`src/rtl/golden_nonce_reader_if.sv`:
```
`default_nettype none
// ============================================================================
// Module   : golden_nonce_reader_if
// Purpose  : Bundles the miner-core nonce input, the host read port and the
//            status outputs of the golden nonce reader.
// Revision : 1.0 - initial release
// ============================================================================
interface golden_nonce_reader_if #(
  parameter int AW = 3
);
  logic [31:0] golden_nonce;
  logic        rd_strobe;
  logic        clr_ovf;
  logic [7:0]  rd_data;
  logic        rd_valid;
  logic [AW:0] level;
  logic        overflow;

  // Miner core / host side: drives the nonce and read controls
  modport master (
    output golden_nonce, rd_strobe, clr_ovf,
    input  rd_data, rd_valid, level, overflow
  );

  // Reader side
  modport slave (
    input  golden_nonce, rd_strobe, clr_ovf,
    output rd_data, rd_valid, level, overflow
  );
endinterface
`default_nettype wire

```
`src/rtl/golden_nonce_reader.sv`:
```
`default_nettype none
// ============================================================================
// Module   : golden_nonce_reader
// Purpose  : Captures each new golden nonce from a miner core into a FIFO and
//            lets the host drain it one byte per read strobe, LSB first.
// Revision : 1.0 - initial release
// ============================================================================
module golden_nonce_reader #(
  parameter int DEPTH = 8,
  parameter int AW    = 3
) (
  input  wire logic             clk,
  input  wire logic             reset,   // asynchronous, active-low
  golden_nonce_reader_if.slave  bus
);

  localparam logic [AW:0]   c_FULL    = (AW+1)'(DEPTH);
  localparam logic [AW:0]   c_LVL_ONE = (AW+1)'(1);
  localparam logic [AW-1:0] c_PTR_ONE = AW'(1);
  localparam logic [1:0]    c_LAST_B  = 2'd3;

  logic [31:0]   r_mem [DEPTH];
  logic [31:0]   r_prev_gn;
  logic [AW-1:0] r_wptr;
  logic [AW-1:0] r_rptr;
  logic [1:0]    r_byte_idx;
  logic [AW:0]   r_level;
  logic          r_overflow;

  logic          w_push;
  logic          w_valid;
  logic          w_full;
  logic          w_rd;
  logic          w_pop;
  logic          w_wr;
  logic          w_drop;
  logic [31:0]   w_head;
  logic [7:0]    w_rd_byte;

  // A push is any change on the held nonce; a pop is the strobe on byte 3.
  // When full, a same-cycle pop frees the slot the write lands in.
  assign w_push  = (bus.golden_nonce != r_prev_gn);
  assign w_valid = (r_level != '0);
  assign w_full  = (r_level == c_FULL);
  assign w_rd    = bus.rd_strobe & w_valid;
  assign w_pop   = w_rd & (r_byte_idx == c_LAST_B);
  assign w_wr    = w_push & (~w_full | w_pop);
  assign w_drop  = w_push & w_full & ~w_pop;
  assign w_head  = r_mem[r_rptr];

  // Select the current byte of the head entry; zero while empty
  always_comb begin
    w_rd_byte = 8'h00;
    if (w_valid) begin
      case (r_byte_idx)
        2'd0:    w_rd_byte = w_head[7:0];
        2'd1:    w_rd_byte = w_head[15:8];
        2'd2:    w_rd_byte = w_head[23:16];
        default: w_rd_byte = w_head[31:24];
      endcase
    end
  end

  assign bus.rd_data  = w_rd_byte;
  assign bus.rd_valid = w_valid;
  assign bus.level    = r_level;
  assign bus.overflow = r_overflow;

  // Storage array; contents are only observable through level, so no reset
  always_ff @(posedge clk) begin
    if (w_wr) begin
      r_mem[r_wptr] <= bus.golden_nonce;
    end
  end

  // Change detector, pointers, byte cursor, occupancy and sticky overflow
  always_ff @(posedge clk or negedge reset) begin
    if (!reset) begin
      r_prev_gn  <= '0;
      r_wptr     <= '0;
      r_rptr     <= '0;
      r_byte_idx <= '0;
      r_level    <= '0;
      r_overflow <= 1'b0;
    end else begin
      r_prev_gn <= bus.golden_nonce;

      if (w_wr) begin
        r_wptr <= r_wptr + c_PTR_ONE;
      end

      if (w_rd) begin
        r_byte_idx <= r_byte_idx + 2'd1;
      end
      if (w_pop) begin
        r_rptr <= r_rptr + c_PTR_ONE;
      end

      case ({w_wr, w_pop})
        2'b10:   r_level <= r_level + c_LVL_ONE;
        2'b01:   r_level <= r_level - c_LVL_ONE;
        default: r_level <= r_level;
      endcase

      // Set has priority over clear so a drop is never lost
      if (w_drop) begin
        r_overflow <= 1'b1;
      end else if (bus.clr_ovf) begin
        r_overflow <= 1'b0;
      end
    end
  end

endmodule
`default_nettype wire

```
`src/flat_wrapper.sv`:
```
// flat-port wrapper written by rule: the top's interface ports become plain ports
module golden_nonce_reader_flat 
#(
  parameter int DEPTH = 8,
  parameter int AW    = 3
)
  (clk, reset, bus_golden_nonce, bus_rd_strobe, bus_clr_ovf, bus_rd_data, bus_rd_valid, bus_level, bus_overflow);
  golden_nonce_reader_if #(.AW(AW)) bus_i ();
  input  wire logic clk;
  input  wire logic reset;
  input wire logic [$bits(bus_i.golden_nonce)-1:0] bus_golden_nonce;
  input wire logic [$bits(bus_i.rd_strobe)-1:0] bus_rd_strobe;
  input wire logic [$bits(bus_i.clr_ovf)-1:0] bus_clr_ovf;
  output wire logic [$bits(bus_i.rd_data)-1:0] bus_rd_data;
  output wire logic [$bits(bus_i.rd_valid)-1:0] bus_rd_valid;
  output wire logic [$bits(bus_i.level)-1:0] bus_level;
  output wire logic [$bits(bus_i.overflow)-1:0] bus_overflow;
  assign bus_i.golden_nonce = bus_golden_nonce;
  assign bus_i.rd_strobe = bus_rd_strobe;
  assign bus_i.clr_ovf = bus_clr_ovf;
  assign bus_rd_data = bus_i.rd_data;
  assign bus_rd_valid = bus_i.rd_valid;
  assign bus_level = bus_i.level;
  assign bus_overflow = bus_i.overflow;
  golden_nonce_reader #(.DEPTH(DEPTH), .AW(AW)) u_core (.clk(clk), .reset(reset), .bus(bus_i));
endmodule
```
`config.mk`:
```
export PLATFORM = sky130hd
export DESIGN_NAME = golden_nonce_reader_flat
export DESIGN_NICKNAME = d
export VERILOG_FILES = /design/src/rtl/golden_nonce_reader_if.sv /design/src/rtl/golden_nonce_reader.sv /design/src/flat_wrapper.sv
export SDC_FILE = /design/constraint.sdc
export NUM_CORES = 1
export LEC_CHECK = 0
export CELL_PAD_IN_SITES_DETAIL_PLACEMENT = 0
export CELL_PAD_IN_SITES_GLOBAL_PLACEMENT = 1
export CORE_ASPECT_RATIO = 2
export CORE_MARGIN = 2
export CORE_UTILIZATION = 53
export CTS_CLUSTER_SIZE = 40
export DETAILED_ROUTE_END_ITERATION = 7
export PLACE_DENSITY = 0.85
export SYNTH_ARGS = -nofsm -noshare
export SYNTH_HDL_FRONTEND = slang
export SYNTH_SLANG_ARGS = --single-unit
```
`constraint.sdc`:
```
create_clock -name clk -period 6.7 [get_ports clk]
set_input_delay 1.34 -clock clk [delete_from_list [all_inputs] [get_ports clk]]
set_output_delay 1.34 -clock clk [all_outputs]
set_load 0.01 [all_outputs]
```
==> results of run 1 <==
final timing paths:
kind / cells past startpoint / start / endpoint
max: 6 / u_core.r_rptr[1] / bus_rd_data[2]
min: 1 / u_core.r_rptr[2] / u_core.r_rptr[2]
max reg2reg: 11 / u_core.r_prev_gn[1] / u_core.bus.level[3]
min reg2reg: 1 / u_core.r_rptr[2] / u_core.r_rptr[2]
max in group asynchronous: 2 / reset / u_core.r_rptr[0]
min in group asynchronous: 2 / reset / u_core.r_prev_gn[20]
kinds of logic (layout without fill, tap and decap cells):
family	Yosys count	after routing	synth area share (%)
compound gates	30	30	1.792
flops	301	301	74.68
simple gates	31	31	1.760
other cells	0	1	0
xor+xnor	40	40	2.969
buf+inv	34	114	1.580
mux	101	101	16.09
fa+ha+maj	10	10	1.124
flip-flops by register name, indices dropped and copies added (netlist names):
| name | flops |
|---|---|
| u_core.r_rptr | 3 |
| u_core.bus.level | 4 |
| u_core.r_mem | 256 |
| u_core.bus.overflow | 1 |
| u_core.r_byte_idx | 2 |
| u_core.r_prev_gn | 32 |
| u_core.r_wptr | 3 |
through the flow:
stage | power [mW] | instance area (um^2) | instances
final | 6.217 | 13430 | 904
after global routing | 6.479 | 13430 | 904
after CTS | 6.282 | 13430 | 903
after detailed placement | 4.835 | 12620 | 859
after global placement | 4.759 | 12620 | 859
after floorplan | 4.100 | 11800 | 547
Yosys cell counts (2+ instances only):
| master | instances |
|---|---|
| a21o_1 | 2 |
| a21oi_1 | 9 |
| a221oi_1 | 8 |
| a22oi_1 | 8 |
| buf_1 | 6 |
| buf_2 | 7 |
| buf_4 | 3 |
| buf_6 | 5 |
| clkbuf_1 | 3 |
| dfrtp_1 | 45 |
| edfxtp_1 | 256 |
| ha_1 | 9 |
| inv_1 | 9 |
| mux2_1 | 2 |
| mux2_2 | 26 |
| mux2i_1 | 9 |
| mux4_1 | 14 |
| mux4_2 | 50 |
| nand2_1 | 6 |
| nand4_1 | 9 |
| nor3_1 | 3 |
| nor4_1 | 4 |
| nor4_2 | 2 |
| nor4b_1 | 2 |
| xnor2_1 | 38 |
| xor2_1 | 2 |
final cells by class:
type / count / share of cell area, %
diodes: 1 / 0.01863
clock buffers: 31 / 4.825
clock inverters: 13 / 1.192
inverters: 9 / 0.2515
multi-input cells: 212 / 21.21
flip-flops and latches: 301 / 65.65
well taps: 276 / 2.571
repair buffers: 61 / 4.285
report_power, final:
part           internal (mW)  leakage, nW  total (mW)  switching [mW]
Sequential              2.57         2.87        2.89           0.320
Combinational          0.934         1.20        1.88           0.946
Clock                  0.811        0.386        1.44           0.633
Total                   4.32         4.46        6.22            1.90
routing by layer:
metal	vias up	GRT usage, %
li1	2368	-
met1	2911	26.54
met2	185	36.83
met3	36	2.548
met4	0	9.198
met5	-	0
worst max-delay path, cell delays in order, from the launching register on:
cell             delay [ns]
dfrtp_2                1.18
buf_4                  0.43
mux4_2                 0.27
mux2_2                 0.16
a21oi_1                0.06
a221oi_1               0.52
clkdlybuf4s50_1        0.63
==> results.yml, run 1 <==
status:
  status: "finished clean"
sta:
  tns_ns: 0
  finalSetupViolations: 0
  rsz0062_at_grt: "no"
  skew_ns: 0.01180
  worst_slack_ns: 1.561
  whs_ns: 0.4718
  fin_crit_ns: 5.139
  fmax_mhz: 194.6
  maxSlewHeadroom_pct: 18.55
  hold_viol: 0
  tightest_slew_ns: 1.222
  slew_viol_final: 0
  fin_crit_sh_pct: 76.71
pwr:
  cellPowerDensity_nw_per_um2: 462.8
  ir_drop_mv: 0.2827
  p_leak_nw: 4.456
synth:
  synth_flop_cell: "edfxtp_1"
  synth_edf_count: 256
  avgSynthCellArea_um2: 21.57
  synth_seq_area_share_pct: 74.68
  yosys.area.top_type_share_pct: 65.14
  synth_cell_types: 36
  synth_area_leader_cell: "edfxtp_1"
  yosys-top-cells-area: "edfxtp_1 65%, dfrtp_1 9.5%, mux4_2 9.5%"
  ys_async_sr_fraction_pct: 14.95
  syn-instance-count: 547
  yosysWarnings: 0
  synth-seq-cells: 301
  syn_area_um2: 11800
  synth_fp_nets: 593
critical_path:
  worstPathArrival_ns: 3.80
  cp.required_ns: 5.36
  r2r_slack_ns: 3.74
  path_class: "flop to output pin"
  cp-end-kind: "output pin"
  critPathMaxFanout: 49
  start_kind: "flop"
detailed_routing:
  top_layer: "met4"
  ant_nets: 0
  drtPass1Iterations: 4
  drc: 0
  via_count: 5500
  wl_met1_um: 8674
  finalWirelength_um: 23760
  wl_met3_um: 1274
  route.met2.wl_um: 12890
  drt-initial-drc-count: 391
  vias_per_cell: 6.084
  wl_per_cell_um: 26.28
clock_tree:
  root_buffer: "clkbuf_16"
  clk_pin_slew_ns: 0.07
  htreeDepth: 1
  holdBufCountCts: 0
  clockBufferDepth: 3
  numCtsBuffers: 24
  cts_tree: "done"
  clock_sinks: 301
  cts_resized: 0
  clock_latency_ns: 0.52
  cts_setup_buffers: 0
final_layout:
  fin_nets: 655
  ff_latch_area_um2: 8818
  layout_common_cells: "256 x edfxtp_1, 50 x mux4_2, 48 x clkdlybuf4s50_1"
  multiInputGateArea_um2: 2849
  fillCellCount: 1471
  layout-drive-gt1-share_pct: 22.49
  final_common_cell: "edfxtp_1"
  area.growth.synth_to_final_pct: 13.83
  postLayoutCoreUtil_pct: 61.15
global_routing:
  grt_pass1_wl_um: 36000
  grt_pass1_vias: 5907
  grtUsageTotal_pct: 21.25
  grt-ovfl-total: 0
  grt_max_degree: 60
  grt_antenna_before_repair: 1
die:
  initial_core_util_pct: 53.73
  boundaryPins: 50
  die_x_um: 109.5
  core-area_um2: 21970
  die-area_um2: 23550
  rows: 77
  die_h_um: 215.0
worst_hold_path:
  hp-class: "flop to flop"
place:
  port_buffers: 49
  routabilityCongestion: 0.7513
  place_hpwl_um: 13990
  dpl_worst_slack_ns: 2.103
flow_run:
  drv_cap: 0
Note: power is estimated with default switching activity, not from simulation.
==> inputs of run 2 (changes only) <==
--- a/config.mk
+++ b/config.mk
@@ -9,10 +9,10 @@
 export CELL_PAD_IN_SITES_GLOBAL_PLACEMENT = 1
 export CORE_ASPECT_RATIO = 2
 export CORE_MARGIN = 2
-export CORE_UTILIZATION = 53
+export CORE_UTILIZATION = 48
 export CTS_CLUSTER_SIZE = 40
 export DETAILED_ROUTE_END_ITERATION = 7
-export PLACE_DENSITY = 0.85
+export PLACE_DENSITY = 0.81
 export SYNTH_ARGS = -nofsm -noshare
 export SYNTH_HDL_FRONTEND = slang
 export SYNTH_SLANG_ARGS = --single-unit
==> constraint.sdc (replaced) <==
create_clock -name clk -period 4.2 [get_ports clk]
set_input_delay 0.84 -clock clk [delete_from_list [all_inputs] [get_ports clk]]
set_output_delay 0.84 -clock clk [all_outputs]
set_load 0.01 [all_outputs]
==> run 2 against run 1 <==
Sequential power increased by 53%. Die area increased by 10%. Non-clock buffer count increased by 26. Register-to-register slack got worse by 2.6 ns. Via count increased by 3.2%. Highest routed layer unchanged.
==> results.yml, run 2 (synthesis results as in run 1) <==
global_routing:
  grt_max_degree: 45
  grt_pass1_wl_um: 37470
  grt_antenna_before_repair: 0
  grt_pass1_vias: 6206
  grt-ovfl-total: 0
  grtUsageTotal_pct: 20.05
clock_tree:
  root_buffer: "clkbuf_16"
  clk_pin_slew_ns: 0.07
  cts_tree: "done"
  clockBufferDepth: 3
  numCtsBuffers: 24
  clock_latency_ns: 0.53
  holdBufCountCts: 0
  htreeDepth: 1
  clock_sinks: 301
final_layout:
  antenna_cells: 0
  largest_register_ffs: 256
  fin_nets: 681
  final_common_cell: "edfxtp_1"
  area.growth.synth_to_final_pct: 15.79
  layout_common_cells: "256 x edfxtp_1, 50 x mux4_2, 48 x clkdlybuf4s50_1"
  top_register: "u_core.r_mem"
  postLayoutCellArea_um2: 13660
  layout-drive-gt1-share_pct: 25.57
sta:
  fin_crit_sh_pct: 93.57
  hold_viol: 0
  slew_viol_final: 0
  tns_ns: 0
  fin_crit_ns: 3.930
  finalSetupViolations: 0
  maxSlewHeadroom_pct: 38.28
  rsz0062_at_grt: "no"
  tightest_slew_ns: 0.9257
  fmax_mhz: 254.5
  skew_ns: 0.01412
  whs_ns: 0.4469
detailed_routing:
  wl_per_cell_um: 26.71
  via_count: 5674
  vias_per_cell: 6.017
  drc: 0
  ant_nets: 0
  drt-initial-drc-count: 532
  finalWirelength_um: 25190
  drtPass1Iterations: 7
pwr:
  power_report.internal_total_mw: 6.940
  switchingPower_mw: 3.160
  swShare_pct: 31.29
  p_leak_nw: 4.590
  cellPowerDensity_nw_per_um2: 739.1
  p_clk_share_pct: 22.5
  ir_drop_mv: 0.4733
  combPwrFrac_pct: 33.7
  seqPwrFrac_pct: 43.7
critical_path:
  critPathMaxFanout: 25
  path_class: "flop to output pin"
  cp.required_ns: 3.36
  worstPathArrival_ns: 3.09
  start_kind: "flop"
  cp-end-kind: "output pin"
place:
  port_buffers: 49
  dpl-instance-area_um2: 12810
  routabilityCongestion: 0.8071
  place_hpwl_um: 15580
die:
  rows: 81
  initial_core_util_pct: 48.52
  core-area_um2: 24320
  boundaryPins: 50
  die-area_um2: 25930
  die_h_um: 225.7
  die_x_um: 114.9
worst_hold_path:
  hp-class: "input pin to async pin"
status:
  status: "finished clean"
flow_run:
  drv_cap: 0
==> run 2: cell types whose count changed in the layout (fill, tap and decap cells not counted), sizes merged <==
| cell | previous run | this run |
|---|---|---|
| buf | 13 | 39 |
| bufinv | 3 | 2 |
| clkbuf | 31 | 30 |
| clkinv | 4 | 8 |
| clkinvlp | 3 | 2 |
| diode | 1 | 0 |
| inv | 12 | 11 |
==> run 2: final timing paths <==
| path | from | to | slack, ns | cells after the start |
|---|---|---|---|---|
| worst max-delay path | u_core.r_rptr[0] | bus_rd_data[3] | 0.27 | 6 |
| worst min-delay path | reset | u_core.r_prev_gn[21] | 0.45 | 1 |
| worst max register to register | u_core.r_prev_gn[21] | u_core.bus.level[3] | 1.19 | 11 |
| worst min register to register | u_core.bus.overflow | u_core.bus.overflow | 0.53 | 2 |
| max in group asynchronous | reset | u_core.r_byte_idx[0] | 2.97 | 2 |
| min in group clk | u_core.bus.overflow | u_core.bus.overflow | 0.53 | 2 |
==> run 2: worst max-delay path, cell delays in order, from the launching register on <==
cell and delay (ns):
dfrtp_4 0.53, buf_12 0.24, mux4_1 0.58, mux2_2 0.32
a22oi_1 0.17, a221oi_1 0.16, clkdlybuf4s50_1 0.54
==> run 2: power by group through the flow <==
| stage | logic [mW] | registers (mW) | clock network [mW] |
|---|---|---|---|
| 4_1_cts | 3.39 | 4.44 | 2.32 |
| 2_1_floorplan | 2.16 | 4.38 | 0 |
| 3_3_place_gp | 3.31 | 4.41 | 0 |
| 5_1_grt | 3.63 | 4.46 | 2.42 |
| 3_5_place_dp | 3.37 | 4.49 | 0 |
| 6_report | 3.41 | 4.42 | 2.28 |
==> run 2: repair_timing <==
action | 4_1_cts | 5_1_grt
buffers inserted | 0 | 6
endpoints found under the setup margin | 0 | 5
gates resized for setup | 0 | 2
==> run 2: stage by stage <==
step           utilization (%)  setup slack (ns)  power (mW)  std cells
6_report                 56.18            0.2701       10.10        943
5_1_grt                  56.18            0.1139       10.51        943
4_1_cts                  55.96           0.04279       10.15        937
3_5_place_dp             52.69            0.1855       7.866        893
3_3_place_gp             52.69            0.3095       7.724        893
2_1_floorplan                -            -1.156       6.541        547
==> run 2: layout make-up <==
cell class                 instances  area, um^2
sequential                       301        8818
fill                            1784       10660
multi-input combinational        212        2849
tap                              290       362.8
inverter                           9       33.78
clock inverter                    14       152.6
clock buffer                      30       644.4
timing repair buffer              87       803.3
==> run 2: metal layers <==
layer / wire, um / GRT usage [%] / part of all wire, % / up-vias
met5: 0 / 0 / 0 / -
met4: 1540 / 11.93 / 6.1 / 0
met3: 1460 / 3.382 / 5.8 / 63
met2: 13380 / 34.25 / 53 / 222
met1: 8808 / 23.49 / 35 / 2971
li1: - / - / - / 2418
